File: src/rtl/uart_tx_fifo.sv
// Buffered UART transmitter: byte FIFO feeding an LSB-first serializer, 8N1 by default.
// Define UART_TX_PARITY_EN to insert an even-parity bit (8E1 framing).
module uart_tx_fifo #(
    parameter int unsigned CLK_HZ     = 27000000,
    parameter int unsigned BAUD       = 115200,
    parameter int unsigned FIFO_DEPTH = 16
) (
    input  logic       clk,
    input  logic       rst_i,
    input  logic       wr_en,
    input  logic [7:0] wr_data,
    output logic       full,
    output logic       empty,
    output logic       busy,
    output logic       overflow,
    output logic       tx
);

    localparam int unsigned CLKS_PER_BIT = CLK_HZ / BAUD;
    localparam int unsigned AW           = $clog2(FIFO_DEPTH);
    localparam int unsigned CW           = $clog2(CLKS_PER_BIT);

    localparam logic [CW-1:0] BAUD_LAST = CW'(CLKS_PER_BIT - 1);
    localparam logic [CW-1:0] CNT_ONE   = CW'(1);
    localparam logic [AW:0]   PTR_ONE   = (AW + 1)'(1);

    localparam logic [2:0] ST_IDLE   = 3'd0;
    localparam logic [2:0] ST_START  = 3'd1;
    localparam logic [2:0] ST_DATA   = 3'd2;
    localparam logic [2:0] ST_STOP   = 3'd3;
`ifdef UART_TX_PARITY_EN
    localparam logic [2:0] ST_PARITY = 3'd4;
`endif

    logic [7:0]    mem [FIFO_DEPTH];
    logic [AW:0]   wr_ptr;
    logic [AW:0]   rd_ptr;
    logic [7:0]    head;
    logic          push;
    logic          pop;

    logic [2:0]    state;
    logic [CW-1:0] baud_cnt;
    logic [2:0]    bit_idx;
    logic [7:0]    shift;
    logic          bit_end;
`ifdef UART_TX_PARITY_EN
    logic          parity_bit;
`endif

    // Extra pointer MSB distinguishes full from empty when the index bits match
    assign empty = (wr_ptr == rd_ptr);
    assign full  = (wr_ptr[AW] != rd_ptr[AW]) && (wr_ptr[AW-1:0] == rd_ptr[AW-1:0]);
    assign head  = mem[rd_ptr[AW-1:0]];
    assign push  = wr_en && !full;

    assign busy    = (state != ST_IDLE);
    assign bit_end = (baud_cnt == BAUD_LAST);

    // Pop at frame start: from IDLE, or at the last stop-bit cycle for gapless frames
    always_comb begin
        pop = 1'b0;
        if (!empty) begin
            if (state == ST_IDLE) begin
                pop = 1'b1;
            end else if (state == ST_STOP && bit_end) begin
                pop = 1'b1;
            end
        end
    end

    always_ff @(posedge clk) begin
        if (push) begin
            mem[wr_ptr[AW-1:0]] <= wr_data;
        end
    end

    always_ff @(posedge clk or posedge rst_i) begin
        if (rst_i) begin
            wr_ptr   <= '0;
            rd_ptr   <= '0;
            overflow <= 1'b0;
        end else begin
            if (push) begin
                wr_ptr <= wr_ptr + PTR_ONE;
            end
            if (pop) begin
                rd_ptr <= rd_ptr + PTR_ONE;
            end
            if (wr_en && full) begin
                overflow <= 1'b1;
            end
        end
    end

    always_ff @(posedge clk or posedge rst_i) begin
        if (rst_i) begin
            shift <= '0;
`ifdef UART_TX_PARITY_EN
            parity_bit <= 1'b0;
`endif
        end else if (pop) begin
            shift <= head;
`ifdef UART_TX_PARITY_EN
            parity_bit <= ^head;
`endif
        end else if (state == ST_DATA && bit_end) begin
            shift <= {1'b0, shift[7:1]};
        end
    end

    // tx is registered from the next-state decision so it changes with the state
    always_ff @(posedge clk or posedge rst_i) begin
        if (rst_i) begin
            state    <= ST_IDLE;
            baud_cnt <= '0;
            bit_idx  <= '0;
            tx       <= 1'b1;
        end else begin
            case (state)
                ST_IDLE: begin
                    baud_cnt <= '0;
                    if (pop) begin
                        state <= ST_START;
                        tx    <= 1'b0;
                    end
                end
                ST_START: begin
                    if (bit_end) begin
                        baud_cnt <= '0;
                        bit_idx  <= '0;
                        state    <= ST_DATA;
                        tx       <= shift[0];
                    end else begin
                        baud_cnt <= baud_cnt + CNT_ONE;
                    end
                end
                ST_DATA: begin
                    if (bit_end) begin
                        baud_cnt <= '0;
                        if (bit_idx == 3'd7) begin
`ifdef UART_TX_PARITY_EN
                            state <= ST_PARITY;
                            tx    <= parity_bit;
`else
                            state <= ST_STOP;
                            tx    <= 1'b1;
`endif
                        end else begin
                            bit_idx <= bit_idx + 3'd1;
                            tx      <= shift[1];
                        end
                    end else begin
                        baud_cnt <= baud_cnt + CNT_ONE;
                    end
                end
`ifdef UART_TX_PARITY_EN
                ST_PARITY: begin
                    if (bit_end) begin
                        baud_cnt <= '0;
                        state    <= ST_STOP;
                        tx       <= 1'b1;
                    end else begin
                        baud_cnt <= baud_cnt + CNT_ONE;
                    end
                end
`endif
                ST_STOP: begin
                    if (bit_end) begin
                        baud_cnt <= '0;
                        if (pop) begin
                            state <= ST_START;
                            tx    <= 1'b0;
                        end else begin
                            state <= ST_IDLE;
                            tx    <= 1'b1;
                        end
                    end else begin
                        baud_cnt <= baud_cnt + CNT_ONE;
                    end
                end
                default: begin
                    state    <= ST_IDLE;
                    baud_cnt <= '0;
                    tx       <= 1'b1;
                end
            endcase
        end
    end

endmodule

File: config.mk
export PLATFORM = sky130hd
export DESIGN_NAME = uart_tx_fifo
export DESIGN_NICKNAME = d
export VERILOG_FILES = /design/src/rtl/uart_tx_fifo.sv
export SDC_FILE = /design/constraint.sdc
export NUM_CORES = 1
export LEC_CHECK = 0
export BUFFER_PORTS_ARGS = -buffer_cell sky130_fd_sc_hd__clkbuf_2
export CAP_MARGIN = 10
export CORE_ASPECT_RATIO = 0.5
export CORE_MARGIN = 2
export CORE_UTILIZATION = 55
export CTS_BUF_LIST = sky130_fd_sc_hd__clkbuf_8
export CTS_CLUSTER_DIAMETER = 50
export DETAILED_ROUTE_END_ITERATION = 8
export PLACE_DENSITY_LB_ADDON = 0.2
export SYNTH_ARGS = -nofsm -noshare
export SYNTH_HDL_FRONTEND = slang
export SYNTH_SLANG_ARGS = --single-unit
export TNS_END_PERCENT = 1
File: constraint.sdc
create_clock -name clk -period 4.8 [get_ports clk]
set_input_delay 0.72 -clock clk [delete_from_list [all_inputs] [get_ports clk]]
set_output_delay 0.72 -clock clk [all_outputs]
set_load 0.005 [all_outputs]
Word-level counts from Yosys, hierarchy flattened
Memory sizes are Yosys's and may differ from the RTL's.
Cells that the tools add are included.
W data, S select, Z words.
{ "word_totals": {"reg_bits": 34, "ram_bits": 128, "inputBits": 11, "out_inout_bits": 5, "memories": 1} }
{ "memory_table": {"columns": ["name", "depth", "width", "read_ports", "rd_clocked_by_memory_dff", "write_ports", "line", "rtl"], "rows": [
  ["mem", 16, 8, 1, 0, 1, "35", "logic [7:0] mem [FIFO_DEPTH];"]
]} }
{ "op_classes": {"n_addsub": 4, "eq_ne": 14, "mux": 27, "reduce_logical": 14} }
{ "op_table": {"columns": ["cell", "count"], "rows": [
  ["$mux W8", 4],
  ["$mux W3", 8],
  ["$mux W1", 12],
  ["$pmux W3 S4", 1],
  ["$add A5 B1 Y5 const B", 2],
  ["$ne A2 B2 Y1 const B", 5],
  ["$add A8 B1 Y8 const B", 1],
  ["$eq A8 B8 Y1 const B", 1],
  ["$reduce_and A4 Y1", 2],
  ["$eq A3 B2 Y1 const B", 2],
  ["$pmux W3 S2", 1],
  ["$eq A5 B5 Y1", 1],
  ["$logic_and A1 B1 Y1", 5],
  ["$reduce_and A5 Y1", 1],
  ["$eq A4 B4 Y1", 1],
  ["$pmux W1 S4", 1],
  ["$reduce_bool A2 Y1", 2],
  ["$add A3 B1 Y3 const B", 1],
  ["$eq A3 B1 Y1 const B", 1],
  ["$eq A3 B3 Y1 const B", 1],
  ["$logic_not A3 Y1", 1],
  ["$reduce_bool A3 Y1", 1],
  ["$reduce_or A3 Y1", 1],
  ["$ne A2 B1 Y1 const B", 1],
  ["other kinds (2)", 2]
]} }

Logic depth before layout (Yosys ltp)
{ "logic_depth": {"ltp_word": 8, "mapped_depth": 8} }

Worst setup path before layout
OpenSTA, ideal clock, no wires.
{ "synth_timing": {"kind": "register -> register", "start": "register rd_ptr[4]", "end": "memory mem[3][0], enable pin", "setup_ps": 383, "t_arrival_ps": 1823, "required_ps": 4417, "slack_ps": 2594, "path_stages_with_launch": 4, "n_path_buf": 0, "path_cell_list": "dfrtp_1 > xnor2_1 > o211ai_1 > nor3_1"} }
{ "synth_between": {"elab_chain_cells": 6} }
{ "synth_lines": {"columns": ["item", "line", "rtl"], "rows": [
  ["start: declaration", "37", "logic [AW:0] rd_ptr;"],
  ["start signal: assignment", "88", "rd_ptr <= rd_ptr + PTR_ONE;"],
  ["$ne A1 B1 Y1", "53", "assign full = (wr_ptr[AW] != rd_ptr[AW]) && (wr_ptr[AW-1:0] == rd_ptr[AW-1:0]);"],
  ["$logic_and A1 B1 Y1", "53", null],
  ["$logic_not A1 Y1", "55", "assign push = wr_en && !full;"],
  ["$logic_and A1 B1 Y1", "55", null],
  ["$mux W1", "73", "if (push) begin"],
  ["$mux W1 (not written as such)", "74", "mem[wr_ptr[AW-1:0]] <= wr_data;"],
  ["end: declaration", "35", null]
]} }
No other way between the ends.

Worst setup path in the final report
{ "layout_timing": {"start": "register rd_ptr[1]", "end": "output full"} }
{ "layout_between": {"elab_chain_cells": 2} }
{ "layout_lines": {"columns": ["item", "line", "rtl"], "rows": [
  ["$eq A4 B4 Y1", "53", null],
  ["$logic_and A1 B1 Y1", "53", null],
  ["end: declaration", "12", "output logic full,"]
]} }
No other way between the ends.

==> flow_metrics.tcl <==
set metrics [dict create \
    synth_top_cell_area_share_pct 56.4 \
    hold_path_class "input pin to asynchronous set/reset pin" \
    synthFlopType "edfxtp_1" \
    cts.path.max_buffers 2 \
    grt_pass1_wl_um 20500 \
    cp_max_fo 36 \
    async_reset_ff_share_pct 20.5 \
    required_ns 4.08 \
    fp-row-count 28 \
    fmaxAchievable_mhz 345 \
    clkLatencyLatePin_ns 0.45 \
    vias_per_cell 6.04 \
    antenna_cells 0 \
    fp.dieW_um 161 \
    netlist_top_cells_area "edfxtp_1 (56%), dfrtp_1 (12%), mux4_2 (11%), a22o_1 (2.4%), ha_1 (2.4%)" \
    p_per_area_mw_per_mm2 586 \
    seq_area_frac_synth_pct 68.6 \
    vias 3547 \
    gp_congestion 0.816 \
    final_nets 433 \
    firstDrtPassIters 5 \
    start_kind "register" \
    root_buffer "clkbuf_8" \
    antenna_found_initial 0 \
    ir_worst_vdd_mv 0.338 \
    drt-total-wl_um 13400 \
    design.core.area_sq_mm 0.0119 \
    numCtsBuffers 17 \
    syn-num-nets 416 \
    ant_nets 0 \
    rsz0062_at_grt "false" \
    cts_resized 0 \
    finalHoldViolations 0 \
    syn_to_final_growth_pct 8.41 \
    cts_setup_buffers 0 \
    io_pins 16 \
    synthDistinctLibCells 44 \
    wl_per_cell_um 22.9 \
    end_kind "output port" \
    die-area_sq_mm 0.0133 \
    dp_cells 554 \
    fin_cells 587 \
    layout_worst_path_cycle_share_pct 60.3 \
    grt_pass1_vias 3598 \
    die_h_um 82.7 \
    avgSynthCellArea_sq_um 17.4 \
    ys_ff_latch 161 \
    setup_tns_ns 0 \
    grt_usage_pct 21.8 \
    fin_skew_ns 0.0196 \
    fin_ws_ns 1.90 \
    yosysTopAreaCell "edfxtp_1" \
    mappedNetlistArea_sq_mm 0.00681 \
    crit_arrival_ns 2.18 \
    drive_gt1_share_pct 21.8 \
    synth_cells 392 \
    synth-edff-count 128 \
    clock-sinks 161 \
    maxSlewViolCount 0 \
    ys.warnings.count 0 \
    detailed_place_hpwl_um 8680 \
    crit_type "register to output port" \
    max-slew-margin-rel_pct 38.1 \
    detail_route.iter0.violations 335 \
    outcome "completed" \
    htreeDepth 4 \
    min_period_ns 2.90 \
    grt_max_degree 37 \
    grt_overflow 0 \
    p_leak_nw 2.69 \
    post-route-drc-count 0 \
    clk_pin_slew_ns 0.10 \
    cts_tree "yes" \
    drv_cap 0 \
    final_util_pct 61.8 \
    worst_pin_slew_ns 0.927 \
    setup_viol 0 \
    io_buffers 15 \
    cts_hold_buf 0 \
    pre_cts_slack_ns 1.98 \
    start_util_pct 57.0 \
]
state kept, by name (all words and copies together) (netlist names):
| name | count |
|---|---|
| baud_cnt | 8 |
| state | 2 |
| tx | 1 |
| wr_ptr | 5 |
| mem | 128 |
| overflow | 1 |
| rd_ptr | 5 |
| shift | 8 |
| bit_idx | 3 |
critical path: stages, from the launching register on:
cell and delay, ns:
dfrtp_1 0.33, buf_4 0.44, xnor2_1 0.21, nand4_1 0.29
nor2_1 0.29, clkbuf_2 0.17
power by group:
part	leakage, nW	total [mW]	switching (mW)	internal, mW
clock network	0.200	0.965	0.572	0.392
registers	1.56	1.88	0.144	1.74
logic	0.926	1.48	0.834	0.648
total	2.69	4.33	1.55	2.78
synthesized netlist by cell type (all sizes together) (2+ instances only):
cell,n
edfxtp,128
dfrtp,32
mux4,32
nor2,25
a22o,19
buf,17
mux2i,15
ha,13
and3,12
nand2,12
xnor2,12
inv,10
nand3,9
xor2,8
nor2b,7
a211oi,4
clkbuf,4
nor3,4
o21ai,4
a21oi,3
and2,3
mux2,3
a31oi,2
o211ai,2
path summary, 6_finish.rpt:
| check | start | endpoint | slack [ns] | cells past startpoint |
|---|---|---|---|---|
| worst max-delay path | rd_ptr[1] | full | 1.90 | 5 |
| worst min-delay path | rst_i | bit_idx[2] | 0.34 | 3 |
| worst max register to register | rd_ptr[4] | mem[7][4] | 2.15 | 3 |
| worst min register to register | overflow | overflow | 0.46 | 1 |
| max in group asynchronous | rst_i | tx | 4.12 | 3 |
| min in group clk | overflow | overflow | 0.46 | 1 |
cell type report:
| cell class | instances | area, sq um |
|---|---|---|
| tap | 165 | 206 |
| clock buffer | 17 | 234 |
| fill | 845 | 4560 |
| multi-input combinational | 200 | 1970 |
| inverter | 10 | 37.5 |
| timing repair buffer | 19 | 105 |
| clock inverter | 15 | 159 |
| sequential | 161 | 4670 |
layout by cell type, fill, tap and decap left out, types with 2 or more instances in the layout:
master and n:
inv_1 10, buf_4 3, mux4_2 32, a22o_1 19, o211ai_1 2, nor2_1 25
a211oi_1 4, clkinv_4 2, dfrtp_1 31, and2_1 3, nand3_1 9, and3_1 12
o21ai_0 4, nor3_1 4, clkbuf_8 17, ha_1 13, mux2i_1 15, nor2b_1 7
xnor2_1 12, clkinv_8 3, nand2_1 12, inv_8 4, a21oi_2 2, edfxtp_1 128
xor2_1 8, clkbuf_2 15, inv_6 5
metrics by stage:
| stage | cell area [sq um] | power [mW] | hold slack [ns] |
|---|---|---|---|
| 2_1_floorplan | 6810 | 3.03 | 0.451 |
| 3_3_place_gp | 6980 | 3.31 | 0.442 |
| 3_5_place_dp | 6980 | 3.39 | 0.444 |
| 4_1_cts | 7380 | 4.35 | 0.339 |
| 5_1_grt | 7380 | 4.55 | 0.375 |
| 6_report | 7380 | 4.33 | 0.339 |
cells by family after synthesis:
group	count (synthesis)	share of synthesized area (%)
buffers and inverters	31	2.50
flip-flops	161	68.6
multiplexers	50	13.3
adder cells (fa/ha/maj)	13	2.39
AO/OA/AOI/OAI	40	4.98
XOR/XNOR	20	2.57
AND/OR/NAND/NOR	77	5.64
routing by layer:
layer  share of wire, %  track usage (%)  wire (um)
met2                 48             35.2       6410
met4                1.1             7.23        152
met1                 44             30.3       5910
met5                  0                0          0
met3                7.2             4.65        974
No activity file was read; power rests on OpenSTA's default activity.
